## src/rtl/fetch_prefetch_queue.sv

```systemverilog
// -----------------------------------------------------------------------------
// fetch_prefetch_queue
//
// Instruction prefetch buffer between a single-outstanding instruction memory
// and the fetch/decode stage. A small request FSM walks fetch_pc forward by one
// word per returned instruction and parks the {pc, ir} pairs in a 4-entry FIFO.
// A redirect from execute flushes the FIFO and restarts fetch at redirect_pc.
// A request that is still in flight when the redirect arrives is drained and
// its data is dropped.
//
// Ports
//   clk, rst_n       clock, asynchronous active-low reset
//   redirect         flush queue and restart fetch at redirect_pc
//   redirect_pc      restart address (bits [1:0] ignored)
//   mem_req          request valid, held until mem_ack
//   mem_addr         word-aligned request address, held until mem_ack
//   mem_ack          memory returns mem_rdata for the outstanding request
//   mem_rdata        returned instruction word
//   out_valid        FIFO head available
//   out_pc, out_ir   FIFO head contents (0x00000000 / NOP when empty)
//   out_ready        consumer accepts the head this cycle
//   stall            blocks pops only
// -----------------------------------------------------------------------------
module fetch_prefetch_queue (
    input  logic        clk,
    input  logic        rst_n,
    input  logic        redirect,
    input  logic [31:0] redirect_pc,
    output logic        mem_req,
    output logic [31:0] mem_addr,
    input  logic        mem_ack,
    input  logic [31:0] mem_rdata,
    output logic        out_valid,
    output logic [31:0] out_pc,
    output logic [31:0] out_ir,
    input  logic        out_ready,
    input  logic        stall
);

    localparam logic [31:0] NOP_IR = 32'h0000_0013;
    localparam logic [2:0]  DEPTH  = 3'd4;

    typedef enum logic [1:0] {
        ST_IDLE    = 2'd0,
        ST_WAIT    = 2'd1,
        ST_DISCARD = 2'd2
    } state_e;

    state_e      state_q, state_d;
    logic [2:0]  count_q, count_d;
    logic [31:0] fetch_pc_q, fetch_pc_d;
    logic        mem_req_q, mem_req_d;
    logic [31:0] mem_addr_q, mem_addr_d;
    logic [1:0]  rd_ptr_q, rd_ptr_d;
    logic [1:0]  wr_ptr_q, wr_ptr_d;

    logic [31:0] pc_mem_q [4];
    logic [31:0] ir_mem_q [4];

    logic        pop;
    logic        push;
    logic [2:0]  count_after;
    logic [31:0] redirect_target;

    // Redirect outranks both pop and push.
    assign pop  = (count_q != 3'd0) && out_ready && !stall && !redirect;
    // Data is only kept for a live request; a full queue without a
    // simultaneous pop never receives a push.
    assign push = (state_q == ST_WAIT) && mem_ack && !redirect &&
                  ((count_q < DEPTH) || pop);

    assign count_after     = count_q + {2'b00, push} - {2'b00, pop};
    assign redirect_target = {redirect_pc[31:2], 2'b00};

    // NOTE: every signal assigned in this block gets a default first, so no
    // path through the case statement can leave one unassigned (no latches).
    always_comb begin
        state_d    = state_q;
        fetch_pc_d = fetch_pc_q;
        mem_req_d  = mem_req_q;
        mem_addr_d = mem_addr_q;

        unique case (state_q)
            ST_IDLE: begin
                // mem_ack here has no matching request and is ignored.
                if (redirect) begin
                    fetch_pc_d = redirect_target;
                end else if (count_q < DEPTH) begin
                    state_d    = ST_WAIT;
                    mem_req_d  = 1'b1;
                    mem_addr_d = fetch_pc_q;
                end
            end

            ST_WAIT: begin
                if (redirect) begin
                    fetch_pc_d = redirect_target;
                    // Without the ack the request is still in flight and must
                    // be drained before a new one may be issued.
                    state_d    = mem_ack ? ST_IDLE : ST_DISCARD;
                    mem_req_d  = !mem_ack;
                end else if (mem_ack) begin
                    fetch_pc_d = mem_addr_q + 32'd4;
                    if (count_after < DEPTH) begin
                        // Back-to-back issue: the next request goes out
                        // directly, without a pass through IDLE.
                        mem_addr_d = mem_addr_q + 32'd4;
                    end else begin
                        state_d   = ST_IDLE;
                        mem_req_d = 1'b0;
                    end
                end
            end

            ST_DISCARD: begin
                if (redirect) begin
                    fetch_pc_d = redirect_target;
                end
                if (mem_ack) begin
                    state_d   = ST_IDLE;
                    mem_req_d = 1'b0;
                end
            end

            default: begin
                state_d   = ST_IDLE;
                mem_req_d = 1'b0;
            end
        endcase
    end

    always_comb begin
        count_d  = count_after;
        rd_ptr_d = rd_ptr_q + {1'b0, pop};
        wr_ptr_d = wr_ptr_q + {1'b0, push};
        if (redirect) begin
            count_d  = 3'd0;
            rd_ptr_d = 2'd0;
            wr_ptr_d = 2'd0;
        end
    end

    // NOTE: state is updated with non-blocking assignments so every flop
    // samples the pre-edge values regardless of block evaluation order.
    always_ff @(posedge clk or negedge rst_n) begin
        if (!rst_n) begin
            state_q    <= ST_IDLE;
            count_q    <= 3'd0;
            fetch_pc_q <= 32'h0000_0000;
            mem_req_q  <= 1'b0;
            mem_addr_q <= 32'h0000_0000;
            rd_ptr_q   <= 2'd0;
            wr_ptr_q   <= 2'd0;
        end else begin
            state_q    <= state_d;
            count_q    <= count_d;
            fetch_pc_q <= fetch_pc_d;
            mem_req_q  <= mem_req_d;
            mem_addr_q <= mem_addr_d;
            rd_ptr_q   <= rd_ptr_d;
            wr_ptr_q   <= wr_ptr_d;
        end
    end

    // NOTE: the entry storage has no reset; an entry is only observed while
    // count covers it, and the empty-queue outputs are forced below.
    always_ff @(posedge clk) begin
        if (push) begin
            pc_mem_q[wr_ptr_q] <= mem_addr_q;
            ir_mem_q[wr_ptr_q] <= mem_rdata;
        end
    end

    assign mem_req   = mem_req_q;
    assign mem_addr  = mem_addr_q;
    assign out_valid = (count_q != 3'd0);
    assign out_pc    = out_valid ? pc_mem_q[rd_ptr_q] : 32'h0000_0000;
    assign out_ir    = out_valid ? ir_mem_q[rd_ptr_q] : NOP_IR;

endmodule

```

## config.mk

```make
export PLATFORM = sky130hd
export DESIGN_NAME = fetch_prefetch_queue
export DESIGN_NICKNAME = d
export VERILOG_FILES = /design/src/rtl/fetch_prefetch_queue.sv
export SDC_FILE = /design/constraint.sdc
export NUM_CORES = 1
export LEC_CHECK = 0
export ABC_AREA = 1
export BUFFER_PORTS_ARGS = -buffer_cell sky130_fd_sc_hd__buf_2
export CAP_MARGIN = 10
export CELL_PAD_IN_SITES_DETAIL_PLACEMENT = 1
export CELL_PAD_IN_SITES_GLOBAL_PLACEMENT = 1
export CORE_ASPECT_RATIO = 0.9
export CORE_MARGIN = 3
export CORE_UTILIZATION = 30
export DETAILED_ROUTE_END_ITERATION = 7
export PLACE_DENSITY = 0.6
export SLEW_MARGIN = 5
export SYNTH_ARGS = -nofsm -noshare
export SYNTH_HDL_FRONTEND = slang
export SYNTH_SLANG_ARGS = --single-unit
```

## constraint.sdc

```tcl
create_clock -name clk -period 13.8 [get_ports clk]
set_input_delay 0 -clock clk [delete_from_list [all_inputs] [get_ports clk]]
set_output_delay 0 -clock clk [all_outputs]
set_load 0.05 [all_outputs]
```

# Word level (Yosys, flattened, before mapping)
# Memories as Yosys holds them, arrays and structs flattened.
# Cells that the tools add are included.
# W data, S select, Z words.
[word_totals] inputBits=70 regBits=74 word_cells=77 mem_bits_ro=0 n_memories=2 latchBits=0 out_inout_bits=98 mem_bits_rw=256
[memory_table] memory="ir_mem_q" depth=4 word_bits=32 rd=1 rd_clocked_by_memory_dff=0 write_ports=1 line_no="58" rtl="logic [31:0] ir_mem_q [4];"
[memory_table] memory="pc_mem_q" depth=4 word_bits=32 rd=1 rd_clocked_by_memory_dff=0 write_ports=1 line_no="57" rtl="logic [31:0] pc_mem_q [4];"
[classes] addsub=5 magnitude_cmp=2 n_mux=32 mul=0 reduce_logical=18 eq_ne=11 n_shift=0 n_bitwise=0 n_div=0
[ops] op="$mux W32" count=10
[ops] op="$pmux W32 S2" count=2
[ops] op="$add A32 B3 Y32 const B" count=1
[ops] op="$mux W2" count=9
[ops] op="$ne A2 B2 Y1 const B" count=5
[ops] op="$mux W1" count=8
[ops] op="$logic_and A1 B1 Y1" count=6
[ops] op="$lt A3 B3 Y1 const B" count=2
[ops] op="$ne A3 B3 Y1 const B" count=2
[ops] op="$pmux W2 S3" count=1
[ops] op="$reduce_and A6 Y1" count=1
[ops] op="$reduce_and A5 Y1" count=1
[ops] op="$add A2 B1 Y2" count=2
[ops] op="$ne A2 B1 Y1 const B" count=2
[ops] op="$reduce_bool A2 Y1" count=2
[ops] op="$add A3 B1 Y3" count=1
[ops] op="$logic_not A1 Y1" count=3
[ops] op="$mux W3" count=1
[ops] op="$pmux W1 S3" count=1
[ops] op="$reduce_and A3 Y1" count=1
[ops] op="$reduce_bool A3 Y1" count=1
[ops] op="$sub A3 B1 Y3" count=1
[ops] op="$eq A2 B1 Y1 const B" count=1
[ops] op="$eq A2 B2 Y1 const B" count=1
[ops] op="3 further kinds" count=3

# Depth between registers and ports, before layout
[depth] ltp_word=13 mapped_depth=18 depth_no_buf=16

# Worst setup path after synthesis
# OpenSTA, ideal clock, no wires.
[synth_timing] path_kind="register to register" start="register state_q[1]" end="memory ir_mem_q[0][0] (enable)" setup_slack_ns=7.990 period_less_slack_ns=5.810 arrival_ns=5.245 required_ns=13.235 setup_time_ns=0.565 n_path_buf=0 stages_incl_launch_ff=6 cell_sequence="dfrtp_1 inv_1 nand2_4 nor2_4 o211ai_1 nor3_1"
[synth_via] elab_chain_cells=6
[synth_lines] item="start: declaration" line_no="49" rtl="state_e state_q, state_d;"
[synth_lines] item="start signal: assignment" line_no="155" rtl="state_q <= state_d;"
[synth_lines] item="$eq A2 B1 Y1" line_no="69" rtl="assign push = (state_q == ST_WAIT) && mem_ack && !redirect &&"
[synth_lines] item="$logic_and A1 B1 Y1 (3 in series)" line_no="69"
[synth_lines] item="$mux W1" line_no="168" rtl="if (push) begin"
[synth_lines] item="$mux W1 (not written as such)" line_no="170" rtl="ir_mem_q[wr_ptr_q] <= mem_rdata;"
[synth_lines] item="end: declaration" line_no="58"
# No other way between the ends.

# Worst setup path in the final report
[layout_timing] start="register state_q[1]" end="register mem_addr_q[13] (netlist: mem_addr[13])"
[layout_via] elab_chain_cells=9 word_cells_on_any_way=16 cone_classes="2 x add/sub; 1 x order compare; 6 x eq/ne; 1 x mux; 6 x reduce/logical"
[layout_lines] item="$eq A2 B1 Y1" line_no="69, 83"
[layout_lines] item="$logic_and A1 B1 Y1 (3 in series)" line_no="69"
[layout_lines] item="$add A3 B1 Y3" line_no="72" rtl="assign count_after = count_q + {2'b00, push} - {2'b00, pop};"
[layout_lines] item="$sub A3 B1 Y3" line_no="72"
[layout_lines] item="$lt A3 B3 Y1" line_no="104" rtl="if (count_after < DEPTH) begin"
[layout_lines] item="$ne A2 B1 Y1 (no line)"
[layout_lines] item="$reduce_and A6 Y1 (no line)"
[layout_lines] item="end signal: assignment" line_no="159" rtl="mem_addr_q <= mem_addr_d;"
[layout_lines] item="end: declaration" line_no="53" rtl="logic [31:0] mem_addr_q, mem_addr_d;"
# Parallel ways exist; a longest one is shown, timed or not.
# A chain may end at the register's enable or synchronous reset.

==> results.txt <==
worst r2r src - state_q[1]$_DFFE_PN0P_
Worst-Margin Slew - 1070 ps
initial antenna violation count - 0
Initial Util - 0.306
RSZ-0062 raised after global routing - false
RR Endpoint - mem_addr[13]$_DFFE_PN0P_
Root Driver - clkbuf_16
Setup crit start - state_q[1]$_DFFE_PN0P_
CTS H-tree depth - 2
combinational share of power - 0.319
core area - 46900 um2
Finished Cell Area - 17800 um2
# Max-Cap Violations - 0
#FFs+latches synth - 330
min-delay src - out_ready
largest net degree at the start of global routing - 85
FMAX - 239 MHz
IO buf count - 165
DP Wirelength - 25.7 mm
arrival time worst endpoint - 4660 ps
leakage - 7.01 nW
WP data required - 14270 ps
DR vias - 11.0k
setup TNS after final layout - 0 ps
ANT cells - 0
CP Class - register to register
CP startpoint kind - register
FF-to-FF setup slack - 9610 ps
endpoints failing hold - 0
internal power - 2.20 mW
period utilization - 0.304
Max Used Layer - met4
warnings from Yosys - 0
met3 wire length - 1.80 mm
worst setup margin - 9610 ps
CTS buffer count - 38
Max Slew Vio Count - 0
path depth of the worst reg2reg path - 16
Synth-to-Final Area Change - 23.8%
run status - finished, final reports clean
IO Count - 168
die span in x - 237 um
Tot Pwr - 3.68 mW
pwr/cell area - 207 nW/um2
number of global-route vias before repair - 11.5k
DRC - 0
# rows - 75
Syn Std Cell Area - 14400 um2
Flop pwr share - 0.390
Rel. slew slack - 0.287
Final ANT Viol Nets - 0
clk_lat worst skew - 550 ps
CTS sink cnt - 330
die height - 214 um
fraction of final layout cells sized beyond drive strength 1 - 0.151
worst vdd ir - 0.110 mV
Via density - 4.78
placed cell areas - 15800 um2
Placer Congestion - 0.772
Clock Path Buffers - 3
routed metal-1 wirelength - 19.6 mm
Worst Hold Slack - 116 ps
Final nets - 1740
Gate Count Post-Synth - 1445
Starting DRT DRC Count - 475
gr usage total - 0.171
CP max FO - 46
CTS clk-pin slew, worst paths - 60 ps
drt wl/cell - 18.8 um
first-pass GRT wire length - 67.1 mm
DIE AREA - 50500 um2
CP Capture Type - register
min-delay worst type - input pin to register
sequential-to-total area share from yosys stat - 0.664
Clock power frac - 0.290
Mapped Nets - 1521
Cell variety after synth - 35
NetSw - 1.48 mW
# setup viols final - 0
switching share of power - 0.403
Initial DRT Pass Iterations - 4
Max Clock Skew - 14.5 ps
syn avg cell area - 9.94 um2
final wirelength - 43.3 mm
CTS tree - done
met2 WL - 20.7 mm
Tmin final - 4190 ps
gr ovfl total - 0
Critical Path End - mem_addr[13]$_DFFE_PN0P_
worst slack at placement - 9560 ps
## per-layer routing
metal,GRT usage,vias up
met4,0.0504,0
met1,0.221,5446
li1,-,5308
met5,0,-
met3,0.0315,59
met2,0.296,213
## synth_stat cells
master	instances	area share
nor2_1	387	0.10
nand2_1	262	0.068
edfxtp_1	256	0.54
o21ai_0	147	0.051
a21oi_1	79	0.028
dfrtp_1	74	0.13
nand3_1	66	0.023
inv_1	49	0.013
clkbuf_1	29	0.0076
buf_2	28	0.0098
o21ai_1	9	0.0031
inv_2	6	0.0016
buf_1	5	0.0013
ha_1	5	0.0044
nor3_1	5	0.0017
xnor2_1	5	0.0030
buf_4	4	0.0021
nand4_1	4	0.0017
o311ai_0	3	0.0018
buf_6	2	0.0016
clkinv_1	2	0.00052
nand2_4	2	0.0016
nand3b_1	2	0.0010
nor2_4	2	0.0016
o211ai_1	2	0.0010
a31oi_1	1	0.00044
fa_1	1	0.0014
inv_4	1	0.00044
mux2i_1	1	0.00070
nand2_2	1	0.00044
nand3_2	1	0.00070
nor2_2	1	0.00044
nor3_2	1	0.00070
o22ai_1	1	0.00044
xor2_1	1	0.00061
## cells by family after synthesis
kind of cell	Yosys count	synth area share
multiplexers	1	0.000697
AO/OA/AOI/OAI	242	0.0856
XOR/XNOR	6	0.00366
flip-flops	330	0.664
adder cells (fa/ha/maj)	6	0.00575
buffers and inverters	126	0.0376
AND/OR/NAND/NOR	734	0.203
## registers in the layout, indices dropped and copies added, names as in the netlist
register and count:
mem_addr 32, pc_mem_q 128, count_q 3, mem_req 1, state_q 2, wr_ptr_q 2, ir_mem_q 128, fetch_pc_q 32
rd_ptr_q 2
## worst min path at each step
stage | end | slack (ps) | cells after the start
4_1_cts | rd_ptr_q[0]$_DFF_PN0_ | 70 | 6
2_1_floorplan | count_q[0]$_DFF_PN0_ | -300 | 0
6_report | rd_ptr_q[0]$_DFF_PN0_ | 120 | 6
3_3_place_gp | fetch_pc_q[29]$_DFFE_PN0P_ | -60 | 1
5_1_grt | rd_ptr_q[0]$_DFF_PN0_ | 120 | 6
3_5_place_dp | fetch_pc_q[29]$_DFFE_PN0P_ | -50 | 1
## power by group through the flow
stage	sequential, mW	clock [mW]	combinational [mW]
after global placement	1.45	0	1.16
after detailed placement	1.46	0	1.18
final	1.44	1.07	1.18
after CTS	1.44	1.10	1.20
after floorplan	1.53	0	0.731
after global routing	1.46	1.14	1.30
## layout by cell type, fill, tap and decap left out, types with 3 or more instances in the layout
cell type and instances:
o21ai_0 147, edfxtp_1 256, clkinv_2 4, buf_2 165
o311ai_0 3, nand2_1 262, nor3_2 4, inv_1 49
a21oi_1 79, xnor2_1 5, clkinv_1 5, o21ai_1 9
inv_2 5, clkbuf_16 41, clkbuf_1 10, buf_4 15
dfrtp_1 72, nand4_1 4, ha_1 5, bufinv_16 6
nor2_1 387, dlygate4sd3_1 67, nand3_1 66
## worst max-delay path, stage by stage, from the launching register on
cell	delay, ps
dfrtp_1	400
inv_1	120
nand2_4	180
nor2_4	160
o211ai_1	290
ha_1	390
inv_1	60
ha_1	130
inv_1	40
fa_1	390
inv_1	70
nand3_1	90
nand3_1	110
nand3_2	810
inv_2	640
nand3_1	140
nand2_1	90
## per-stage QoR
step	util	instances
global placement	0.336	2173
floorplan	-	1445
global route	0.379	2308
CTS	0.379	2308
finish	0.379	2308
detailed placement	0.336	2173
## layout make-up
| class | instances | area (um2) |
|---|---|---|
| Clock buffer | 53 | 1090 |
| Clock inverter | 15 | 230 |
| Fill cell | 5306 | 29100 |
| Inverter | 58 | 221 |
| Multi-Input combinational cell | 989 | 4310 |
| Sequential cell | 330 | 9540 |
| Tap cell | 616 | 771 |
| Timing Repair Buffer | 247 | 1610 |
## repair_timing
action	in CTS	in global routing
buffers inserted	0	0
resized for setup	0	0
endpoints found under the hold margin	180	0
hold buffers	67	0
Power figures use the tool's default switching activity.
